### src/rtl/my_fft_n4_if.sv
`default_nettype none
// ============================================================================
//  Module      : my_fft_n4_if
//  Description : Sample/bin bus of the streaming 4-point FFT. The master
//                side supplies framed complex samples, the slave side returns
//                the four bins of each frame plus the truncated-frame pulse.
//  Revision    : 1.0 - initial release
// ============================================================================
interface my_fft_n4_if #(
  parameter int DATA_WIDTH = 32
);

  logic                         data_in_flag_i;
  logic signed [DATA_WIDTH-1:0] xn_real_i;
  logic signed [DATA_WIDTH-1:0] xn_imag_i;
  logic                         scale_i;
  logic                         data_out_flag_o;
  logic                         data_out_valid_o;
  logic signed [DATA_WIDTH+1:0] xk_real_o;
  logic signed [DATA_WIDTH+1:0] xk_imag_o;
  logic                         frame_err_o;

  // Sample source / bin sink
  modport master (
    output data_in_flag_i, xn_real_i, xn_imag_i, scale_i,
    input  data_out_flag_o, data_out_valid_o, xk_real_o, xk_imag_o, frame_err_o
  );

  // FFT core
  modport slave (
    input  data_in_flag_i, xn_real_i, xn_imag_i, scale_i,
    output data_out_flag_o, data_out_valid_o, xk_real_o, xk_imag_o, frame_err_o
  );

endinterface
`default_nettype wire

### src/rtl/my_fft_n4.sv
`default_nettype none
// ============================================================================
//  Module      : my_fft_n4
//  Description : Streaming 4-point radix-2 DIT FFT. One complex sample per
//                clock, frames of four marked by a first-word flag, bins out
//                in natural order with full bit growth or optional /4.
//                Truncated frames are discarded and flagged.
//  Revision    : 1.0 - initial release
// ============================================================================
module my_fft_n4 #(
  parameter int DATA_WIDTH = 32
) (
  input  wire logic    sys_clk_i,
  input  wire logic    sys_rst_i,
  my_fft_n4_if.slave   bus
);

  localparam int c_stage1_w = DATA_WIDTH + 1;
  localparam int c_stage2_w = DATA_WIDTH + 2;

  typedef enum logic [1:0] {
    ST_IDLE = 2'd0,
    ST_S1   = 2'd1,
    ST_S2   = 2'd2,
    ST_S3   = 2'd3
  } state_t;

  state_t r_state;
  state_t w_state_nxt;
  logic   w_take_x0;
  logic   w_take_x1;
  logic   w_take_x2;
  logic   w_take_x3;
  logic   w_err;

  // Captured samples x0..x2 of the frame in progress (x3 is used live)
  logic signed [DATA_WIDTH-1:0] r_x_re [3];
  logic signed [DATA_WIDTH-1:0] r_x_im [3];
  logic                         r_scale_in;

  // Stage-1 butterflies of the completed frame
  logic signed [c_stage1_w-1:0] r_a_re [4];
  logic signed [c_stage1_w-1:0] r_a_im [4];
  logic                         r_a_scale;
  logic                         r_a_valid;

  // Stage-2 results, before and after optional scaling
  logic signed [c_stage2_w-1:0] w_x_re [4];
  logic signed [c_stage2_w-1:0] w_x_im [4];
  logic signed [c_stage2_w-1:0] w_s_re [4];
  logic signed [c_stage2_w-1:0] w_s_im [4];

  // Output buffer drained X0..X3
  logic signed [c_stage2_w-1:0] r_buf_re [4];
  logic signed [c_stage2_w-1:0] r_buf_im [4];
  logic [1:0]                   r_out_idx;
  logic                         r_out_valid;
  logic                         r_frame_err;

  function automatic logic signed [c_stage1_w-1:0] ext1(input logic signed [DATA_WIDTH-1:0] v);
    return {v[DATA_WIDTH-1], v};
  endfunction

  function automatic logic signed [c_stage2_w-1:0] ext2(input logic signed [c_stage1_w-1:0] v);
    return {v[c_stage1_w-1], v};
  endfunction

  // Input sample counter state register
  always_ff @(posedge sys_clk_i or posedge sys_rst_i) begin
    if (sys_rst_i) r_state <= ST_IDLE;
    else           r_state <= w_state_nxt;
  end

  // Next state and per-sample capture strobes; a flag in S1/S2 restarts the frame
  always_comb begin
    w_state_nxt = r_state;
    w_take_x0   = 1'b0;
    w_take_x1   = 1'b0;
    w_take_x2   = 1'b0;
    w_take_x3   = 1'b0;
    w_err       = 1'b0;
    case (r_state)
      ST_IDLE: begin
        if (bus.data_in_flag_i) begin
          w_take_x0   = 1'b1;
          w_state_nxt = ST_S1;
        end
      end
      ST_S1: begin
        if (bus.data_in_flag_i) begin
          w_err       = 1'b1;
          w_take_x0   = 1'b1;
          w_state_nxt = ST_S1;
        end else begin
          w_take_x1   = 1'b1;
          w_state_nxt = ST_S2;
        end
      end
      ST_S2: begin
        if (bus.data_in_flag_i) begin
          w_err       = 1'b1;
          w_take_x0   = 1'b1;
          w_state_nxt = ST_S1;
        end else begin
          w_take_x2   = 1'b1;
          w_state_nxt = ST_S3;
        end
      end
      ST_S3: begin
        // x3 always completes the frame; a flag here also opens the next one
        w_take_x3 = 1'b1;
        if (bus.data_in_flag_i) begin
          w_take_x0   = 1'b1;
          w_state_nxt = ST_S1;
        end else begin
          w_state_nxt = ST_IDLE;
        end
      end
      default: w_state_nxt = ST_IDLE;
    endcase
  end

  // Sample capture; the frame scale is latched only with the flagged word
  always_ff @(posedge sys_clk_i or posedge sys_rst_i) begin
    if (sys_rst_i) begin
      for (int k = 0; k < 3; k++) begin
        r_x_re[k] <= '0;
        r_x_im[k] <= '0;
      end
      r_scale_in <= 1'b0;
    end else begin
      if (w_take_x0) begin
        r_x_re[0]  <= bus.xn_real_i;
        r_x_im[0]  <= bus.xn_imag_i;
        r_scale_in <= bus.scale_i;
      end
      if (w_take_x1) begin
        r_x_re[1] <= bus.xn_real_i;
        r_x_im[1] <= bus.xn_imag_i;
      end
      if (w_take_x2) begin
        r_x_re[2] <= bus.xn_real_i;
        r_x_im[2] <= bus.xn_imag_i;
      end
    end
  end

  // Stage-1 butterflies loaded on the edge that takes x3
  always_ff @(posedge sys_clk_i or posedge sys_rst_i) begin
    if (sys_rst_i) begin
      for (int k = 0; k < 4; k++) begin
        r_a_re[k] <= '0;
        r_a_im[k] <= '0;
      end
      r_a_scale <= 1'b0;
      r_a_valid <= 1'b0;
    end else begin
      r_a_valid <= w_take_x3;
      if (w_take_x3) begin
        r_a_re[0] <= ext1(r_x_re[0]) + ext1(r_x_re[2]);
        r_a_im[0] <= ext1(r_x_im[0]) + ext1(r_x_im[2]);
        r_a_re[1] <= ext1(r_x_re[0]) - ext1(r_x_re[2]);
        r_a_im[1] <= ext1(r_x_im[0]) - ext1(r_x_im[2]);
        r_a_re[2] <= ext1(r_x_re[1]) + ext1(bus.xn_real_i);
        r_a_im[2] <= ext1(r_x_im[1]) + ext1(bus.xn_imag_i);
        r_a_re[3] <= ext1(r_x_re[1]) - ext1(bus.xn_real_i);
        r_a_im[3] <= ext1(r_x_im[1]) - ext1(bus.xn_imag_i);
        r_a_scale <= r_scale_in;
      end
    end
  end

  // Stage-2 butterflies with the -j twiddle folded into swaps, then optional floor /4
  always_comb begin
    w_x_re[0] = ext2(r_a_re[0]) + ext2(r_a_re[2]);
    w_x_im[0] = ext2(r_a_im[0]) + ext2(r_a_im[2]);
    w_x_re[2] = ext2(r_a_re[0]) - ext2(r_a_re[2]);
    w_x_im[2] = ext2(r_a_im[0]) - ext2(r_a_im[2]);
    w_x_re[1] = ext2(r_a_re[1]) + ext2(r_a_im[3]);
    w_x_im[1] = ext2(r_a_im[1]) - ext2(r_a_re[3]);
    w_x_re[3] = ext2(r_a_re[1]) - ext2(r_a_im[3]);
    w_x_im[3] = ext2(r_a_im[1]) + ext2(r_a_re[3]);
    for (int k = 0; k < 4; k++) begin
      w_s_re[k] = r_a_scale ? (w_x_re[k] >>> 2) : w_x_re[k];
      w_s_im[k] = r_a_scale ? (w_x_im[k] >>> 2) : w_x_im[k];
    end
  end

  // Output buffer: a new frame reloads it, otherwise it drains one bin per clock
  always_ff @(posedge sys_clk_i or posedge sys_rst_i) begin
    if (sys_rst_i) begin
      for (int k = 0; k < 4; k++) begin
        r_buf_re[k] <= '0;
        r_buf_im[k] <= '0;
      end
      r_out_idx   <= 2'd0;
      r_out_valid <= 1'b0;
    end else if (r_a_valid) begin
      for (int k = 0; k < 4; k++) begin
        r_buf_re[k] <= w_s_re[k];
        r_buf_im[k] <= w_s_im[k];
      end
      r_out_idx   <= 2'd0;
      r_out_valid <= 1'b1;
    end else if (r_out_valid) begin
      if (r_out_idx == 2'd3) r_out_valid <= 1'b0;
      r_out_idx <= r_out_idx + 2'd1;
    end
  end

  // Truncated-frame pulse, one cycle after the offending edge
  always_ff @(posedge sys_clk_i or posedge sys_rst_i) begin
    if (sys_rst_i) r_frame_err <= 1'b0;
    else           r_frame_err <= w_err;
  end

  assign bus.data_out_valid_o = r_out_valid;
  assign bus.data_out_flag_o  = r_out_valid && (r_out_idx == 2'd0);
  assign bus.xk_real_o        = r_out_valid ? r_buf_re[r_out_idx] : '0;
  assign bus.xk_imag_o        = r_out_valid ? r_buf_im[r_out_idx] : '0;
  assign bus.frame_err_o      = r_frame_err;

endmodule
`default_nettype wire
### src/flat_wrapper.sv
// flat-port wrapper written by rule: the top's interface ports become plain ports
module my_fft_n4_flat 
#(
  parameter int DATA_WIDTH = 32
)
  (sys_clk_i, sys_rst_i, bus_data_in_flag_i, bus_xn_real_i, bus_xn_imag_i, bus_scale_i, bus_data_out_flag_o, bus_data_out_valid_o, bus_xk_real_o, bus_xk_imag_o, bus_frame_err_o);
  my_fft_n4_if #(.DATA_WIDTH(DATA_WIDTH)) bus_i ();
  input  wire logic sys_clk_i;
  input  wire logic sys_rst_i;
  input wire logic [$bits(bus_i.data_in_flag_i)-1:0] bus_data_in_flag_i;
  input wire logic [$bits(bus_i.xn_real_i)-1:0] bus_xn_real_i;
  input wire logic [$bits(bus_i.xn_imag_i)-1:0] bus_xn_imag_i;
  input wire logic [$bits(bus_i.scale_i)-1:0] bus_scale_i;
  output wire logic [$bits(bus_i.data_out_flag_o)-1:0] bus_data_out_flag_o;
  output wire logic [$bits(bus_i.data_out_valid_o)-1:0] bus_data_out_valid_o;
  output wire logic [$bits(bus_i.xk_real_o)-1:0] bus_xk_real_o;
  output wire logic [$bits(bus_i.xk_imag_o)-1:0] bus_xk_imag_o;
  output wire logic [$bits(bus_i.frame_err_o)-1:0] bus_frame_err_o;
  assign bus_i.data_in_flag_i = bus_data_in_flag_i;
  assign bus_i.xn_real_i = bus_xn_real_i;
  assign bus_i.xn_imag_i = bus_xn_imag_i;
  assign bus_i.scale_i = bus_scale_i;
  assign bus_data_out_flag_o = bus_i.data_out_flag_o;
  assign bus_data_out_valid_o = bus_i.data_out_valid_o;
  assign bus_xk_real_o = bus_i.xk_real_o;
  assign bus_xk_imag_o = bus_i.xk_imag_o;
  assign bus_frame_err_o = bus_i.frame_err_o;
  my_fft_n4 #(.DATA_WIDTH(DATA_WIDTH)) u_core (.sys_clk_i(sys_clk_i), .sys_rst_i(sys_rst_i), .bus(bus_i));
endmodule
### config.mk
export PLATFORM = sky130hd
export DESIGN_NAME = my_fft_n4_flat
export DESIGN_NICKNAME = d
export VERILOG_FILES = /design/src/rtl/my_fft_n4_if.sv /design/src/rtl/my_fft_n4.sv /design/src/flat_wrapper.sv
export SDC_FILE = /design/constraint.sdc
export NUM_CORES = 2
export LEC_CHECK = 0
export ABC_AREA = 1
export BUFFER_PORTS_ARGS = -buffer_cell sky130_fd_sc_hd__buf_2
export CORE_MARGIN = 4
export CORE_UTILIZATION = 40
export DETAILED_ROUTE_END_ITERATION = 8
export GPL_TIMING_DRIVEN = 0
export PLACE_DENSITY_LB_ADDON = 0.08
export SLEW_MARGIN = 20
export SYNTH_ARGS = -nofsm -noshare
export SYNTH_HDL_FRONTEND = slang
export SYNTH_SLANG_ARGS = --single-unit
### constraint.sdc
create_clock -name sys_clk_i -period 32 [get_ports sys_clk_i]
set_clock_uncertainty 0.15 [all_clocks]
set_input_delay 1.6 -clock sys_clk_i [delete_from_list [all_inputs] [get_ports sys_clk_i]]
set_output_delay 1.6 -clock sys_clk_i [all_outputs]
set_load 0.01 [all_outputs]
## Yosys cells after proc, flatten, opt, wreduce, memory -nomap -nowiden

Index checks and enable logic that the tools add are counted.

| cells by class | value |
|---|---|
| add/sub/neg operators | 17 |
| magnitude comparators | 1 |
| eq/ne operators | 5 |
| multiplexer cells | 33 |
| bitwise logic cells | 1 |
| reduce and logical (&&, ||, !) cells | 6 |

Operator list:

| cell | count |
|---|---|
| two-way mux 33 bit | 8 |
| two-way mux 34 bit | 6 |
| adder 33 x 33 -> 34 bit | 4 |
| binary-select mux 34 bit (select 2 bit) | 2 |
| subtractor 33 x 33 -> 34 bit | 4 |
| adder 32 x 32 -> 33 bit | 4 |
| subtractor 32 x 32 -> 33 bit | 4 |
| two-way mux 1 bit | 11 |
| two-way mux 2 bit | 5 |
| case mux 2 bit (4 select lines) | 1 |
| equality test 2 bit (second input constant) | 3 |
| zero test 2 bit | 2 |
| OR reduction 4 bit | 1 |
| >= comparator 3 bit (second input constant) | 1 |
| inverter 2 -> 3 bit | 1 |
| adder 2 x 1 -> 2 bit (second input constant) | 1 |
| equality test 2 x 1 -> 1 bit (second input constant) | 1 |
| != test 2 bit (second input constant) | 1 |
| nonzero test 2 bit | 1 |
| OR reduction 2 bit | 1 |
| logical AND 1 bit | 1 |

| storage, ports and cells | value |
|---|---|
| flip-flop bits (word level) | 737 |
| bits of input ports | 68 |
| output and inout bits | 71 |
| logic and storage cells | 92 |

## Depth between registers and ports, before layout

| depth | value |
|---|---|
| depth after elaboration | 5 |
| gate-level depth with buffers | 19 |
| depth with buffers taken out | 18 |

## Least setup slack after synthesis

OpenSTA, ideal clock, no wires.

| timing | value |
|---|---|
| kind | in2reg |
| start point | input bus_xn_imag_i[0] |
| end point | register u_core.r_a_im[32] (netlist bit) |
| arrival | 3,157 ps |
| path slack | 28,560 ps |
| stages | 12 |
| buffers on the path | 0 |
| path through | ha_1 > fa_1 > inv_1 > nand2_1 > o21ai_2 > a21oi_1 > o21ai_1 > nand3_1 > nand2_1 > nand2_1 > nand3_1 > o21ai_0 |

| between the ends | value |
|---|---|
| cells in the longest elaborated chain, start to end | 1 |

RTL lines:

| element | line | text |
|---|---|---|
| start, declared | flat_wrapper.sv:12 | `input wire logic [$bits(bus_i.xn_imag_i)-1:0] bus_xn_imag_i;` |
| subtractor 32 x 32 -> 33 bit | my_fft_n4.sv:167 | `r_a_im[3] <= ext1(r_x_im[1]) - ext1(bus.xn_imag_i);` |
| end, declared | my_fft_n4.sv:43 | `logic signed [c_stage1_w-1:0] r_a_im [4];` |

No other way between the ends.
A chain may end at the register's enable or synchronous reset.

## Final worst setup path

| timing | value |
|---|---|
| start point | register u_core.r_out_idx[0] |
| end point | output bus_xk_real_o[5] |

| between the ends | value |
|---|---|
| cells in the longest elaborated chain, start to end | 5 |

RTL lines:

| element | line | text |
|---|---|---|
| start, declared | my_fft_n4.sv:56 | `logic [1:0] r_out_idx;` |
| start signal, assigned | my_fft_n4.sv:207 | `r_out_idx <= r_out_idx + 2'd1;` |
| inverter 2 -> 3 bit (not written as such) | my_fft_n4.sv:219 | `assign bus.xk_real_o = r_out_valid ? r_buf_re[r_out_idx] : '0;` |
| binary-select mux 34 bit (select 2 bit) | my_fft_n4.sv:219 |  |
| two-way mux 34 bit (not written as such) (2 in series) | my_fft_n4.sv:219 |  |
| two-way mux 34 bit | my_fft_n4.sv:219 |  |
| end, declared | flat_wrapper.sv:16 | `output wire logic [$bits(bus_i.xk_real_o)-1:0] bus_xk_real_o;` |

No other way between the ends. The select of a mux whose other input is x is not followed.

==> metrics <==
outcome=completed; GRT overflow=0; crit path cell chain=inv_1 -> clkbuf_1 -> clkbuf_1 -> o21ai_0 -> a21oi_1 -> buf_2; share of the synthesized area in the top cell type=between 20% and 30%; vias in the first global route=approximately 64000; H-tree Lvls=3; #FFs+latches synth=between 700 and 800; crit path buf inv count=4; headroom to the max-slew limit=17.45%; Synth top cells by count=nand2_1, nor2_1, inv_1; Max Freq=slightly below 200 MHz; Die ar.=163500 um^2; Worst Path Max Fanout=10; RSZ-0062 raised after global routing=no; initial detailed-routing violation count=8745; Worst Setup End Kind=output pin; Post-CTS Resized=0; routability cong.=1.048; Worst EP arrival=3390 ps; Starting Density=40.21%; Hold Violations, Final=0; share of cells above drive strength 1=6.141%; Post-Syn Area=62820 um^2; unique cell type count in the Yosys netlist=slightly above 50; Die Span Y=404.3 um; First-pass DRT Iterations=8; hold bufs inserted after CTS=0; Layout Nets=10350; Clock Latency Late Sink=760 ps; Yosys warning count=0; Async SR Flop Fraction=100.0%; final hold slack=approximately 330 ps; global-route usage over all layers=just under 40%; Crit Path Class=reg2out; CTS tree=done; WL/cell=roughly 28 um; critical path required time=between 30000 and 40000 ps; synthesis-to-layout area growth=10.91%; EDFF count, synth=0; Max clock buf depth=3; Inserted Clock Buffers=94; Synth Instances=approximately 9500; ANT nets after route=0; CTS Root Cell=clkbuf_16; clk slew on worst S/H paths=60 ps; pins over their slew limit=0; vias per cell=5.828; fillers=16730; startpoint types=flip-flop; setup_tns=0 ps; final wirelength=around 330000 um; Post-CTS Setup Bufs=0; post-synth top area cell=dfrtp_1; Rows=145; CP peak stage delay=680 ps; Post-Syn Area per Cell=6.614 um^2; synth top area cells=dfrtp_1, nand2_1, ha_1; CP dominant cell by count=clkbuf_1; global-route wire length before repair=about 460000 um; Remaining DRCs=0; largest net degree at the start of global routing=100; Final Cycle Share=between 10% and 20%; crit path time final=5138 ps; # IOs=139; area of the core=~160000 um^2; endpoints failing setup=0; Die Span X=404.3 um; Hold WC Path Type=reg2reg; Net Count, Synth=slightly above 10000; Vias=69310; Slowest cell on crit path=clkbuf_1; most common cell in the netlist=nand2_1; Least-Margin Pin Slew=around 1200 ps; max_cap viols=0; post-DP HPWL=~270000 um; Top FF cell, synth=dfrtp_1; sequential cell area fraction in the yosys report=29.20%; delay-heaviest family, CP=buffers and inverters; clk sink count=733; Port Buffers=around 140; initial antenna violation count=23
state kept, by name (all words and copies together) (netlist names):
| name | flops |
|---|---|
| u_core.r_out_idx | 2 |
| u_core.r_a_re | 130 |
| u_core.r_a_scale | 1 |
| u_core.r_x_im | 96 |
| u_core.bus.frame_err_o | 1 |
| u_core.r_buf_re | 136 |
| u_core.r_a_im | 130 |
| u_core.r_state | 2 |
| u_core.r_x_re | 96 |
| u_core.r_scale_in | 1 |
| u_core.bus.data_out_valid_o | 1 |
| u_core.r_a_valid | 1 |
| u_core.r_buf_im | 136 |
layout by cell type, fill, tap and decap left out, types with 12 or more instances in the layout:
cell type / n
a21o_1: 46
a21oi_1: 763
a21oi_2: 24
a31oi_1: 53
and2_1: 12
buf_1: 15
buf_2: 253
buf_4: 13
clkbuf_1: 195
clkbuf_16: 95
clkbuf_2: 16
clkbuf_8: 21
clkinv_2: 14
dfrtp_1: 733
diode_2: 13
fa_1: 16
ha_1: 527
inv_1: 1003
inv_2: 50
nand2_1: 2406
nand2_2: 13
nand3_1: 861
nand4_1: 78
nor2_1: 1019
nor3_1: 109
nor4_1: 16
o211ai_1: 75
o21a_1: 35
o21ai_0: 722
o21ai_1: 75
o21ai_2: 18
o21bai_1: 89
o221ai_1: 62
o22ai_1: 23
or2_1: 36
or2_2: 17
xor2_1: 196
per-layer routing:
metal	GRT usage, %	part of all wire [%]	vias to the layer above
met3	7.951	9.9	548
met2	56.04	41	3543
met1	56.71	45	33430
li1	-	-	31770
met4	15.75	4.7	20
met5	0	0.038	-
cells by family after synthesis:
kind of cell	after synthesis	share of synthesized area (%)
buffers and inverters	1401	8.688
adder cells (fa/ha/maj)	543	11.01
flip-flops	733	29.20
AO/OA/AOI/OAI	2011	17.91
XOR/XNOR	203	2.830
AND/OR/NAND/NOR	4606	30.36
worst paths after layout:
kind / from / endpoint / slack (ps) / cells after the start
max reg2reg: u_core.r_state[0] / u_core.r_a_im[29] / 28090 / 6
max: u_core.r_out_idx[0] / bus_xk_real_o[5] / 26860 / 6
min in group asynchronous: sys_rst_i / u_core.r_buf_im[131] / 740 / 2
max in group asynchronous: sys_rst_i / u_core.r_x_re[29] / 28480 / 6
min reg2reg: u_core.r_buf_re[99] / u_core.r_buf_re[99] / 330 / 2
min: u_core.r_buf_re[99] / u_core.r_buf_re[99] / 330 / 2
layout make-up:
type	instances	area, um^2	area share (%)
inverter	1057	3975	5.705
clock buffer	127	2708	3.886
buffer	344	1511	2.169
timing repair buffer	146	898.4	1.289
tap	2058	2575	3.696
multi-input combinational	7363	39020	56.00
sequential	733	18340	26.33
antenna	13	32.53	0.04669
clock inverter	50	614.3	0.8817
through the flow:
stage               utilization, %  cell area, um^2  setup WS (ps)  instances
floorplan                        -            62820           9684       9497
global placement             42.31            66080          82.09      11690
detailed placement           42.45            66300          27280      11700
CTS                          44.57            69630          26810      11880
global route                 44.58            69640          26820      11880
finish                       44.60            69670          26860      11890
worst reg2reg max path, stage by stage (launching register included):
cell and delay [ps]:
dfrtp_1 400, ha_1 460, buf_2 360, clkbuf_1 500, clkbuf_1 760, nand3_1 880, o21ai_1 300
Power is left out: the tool's default activity adds up to more than one toggle a clock period on the data nets, which glitch-free logic cannot reach.
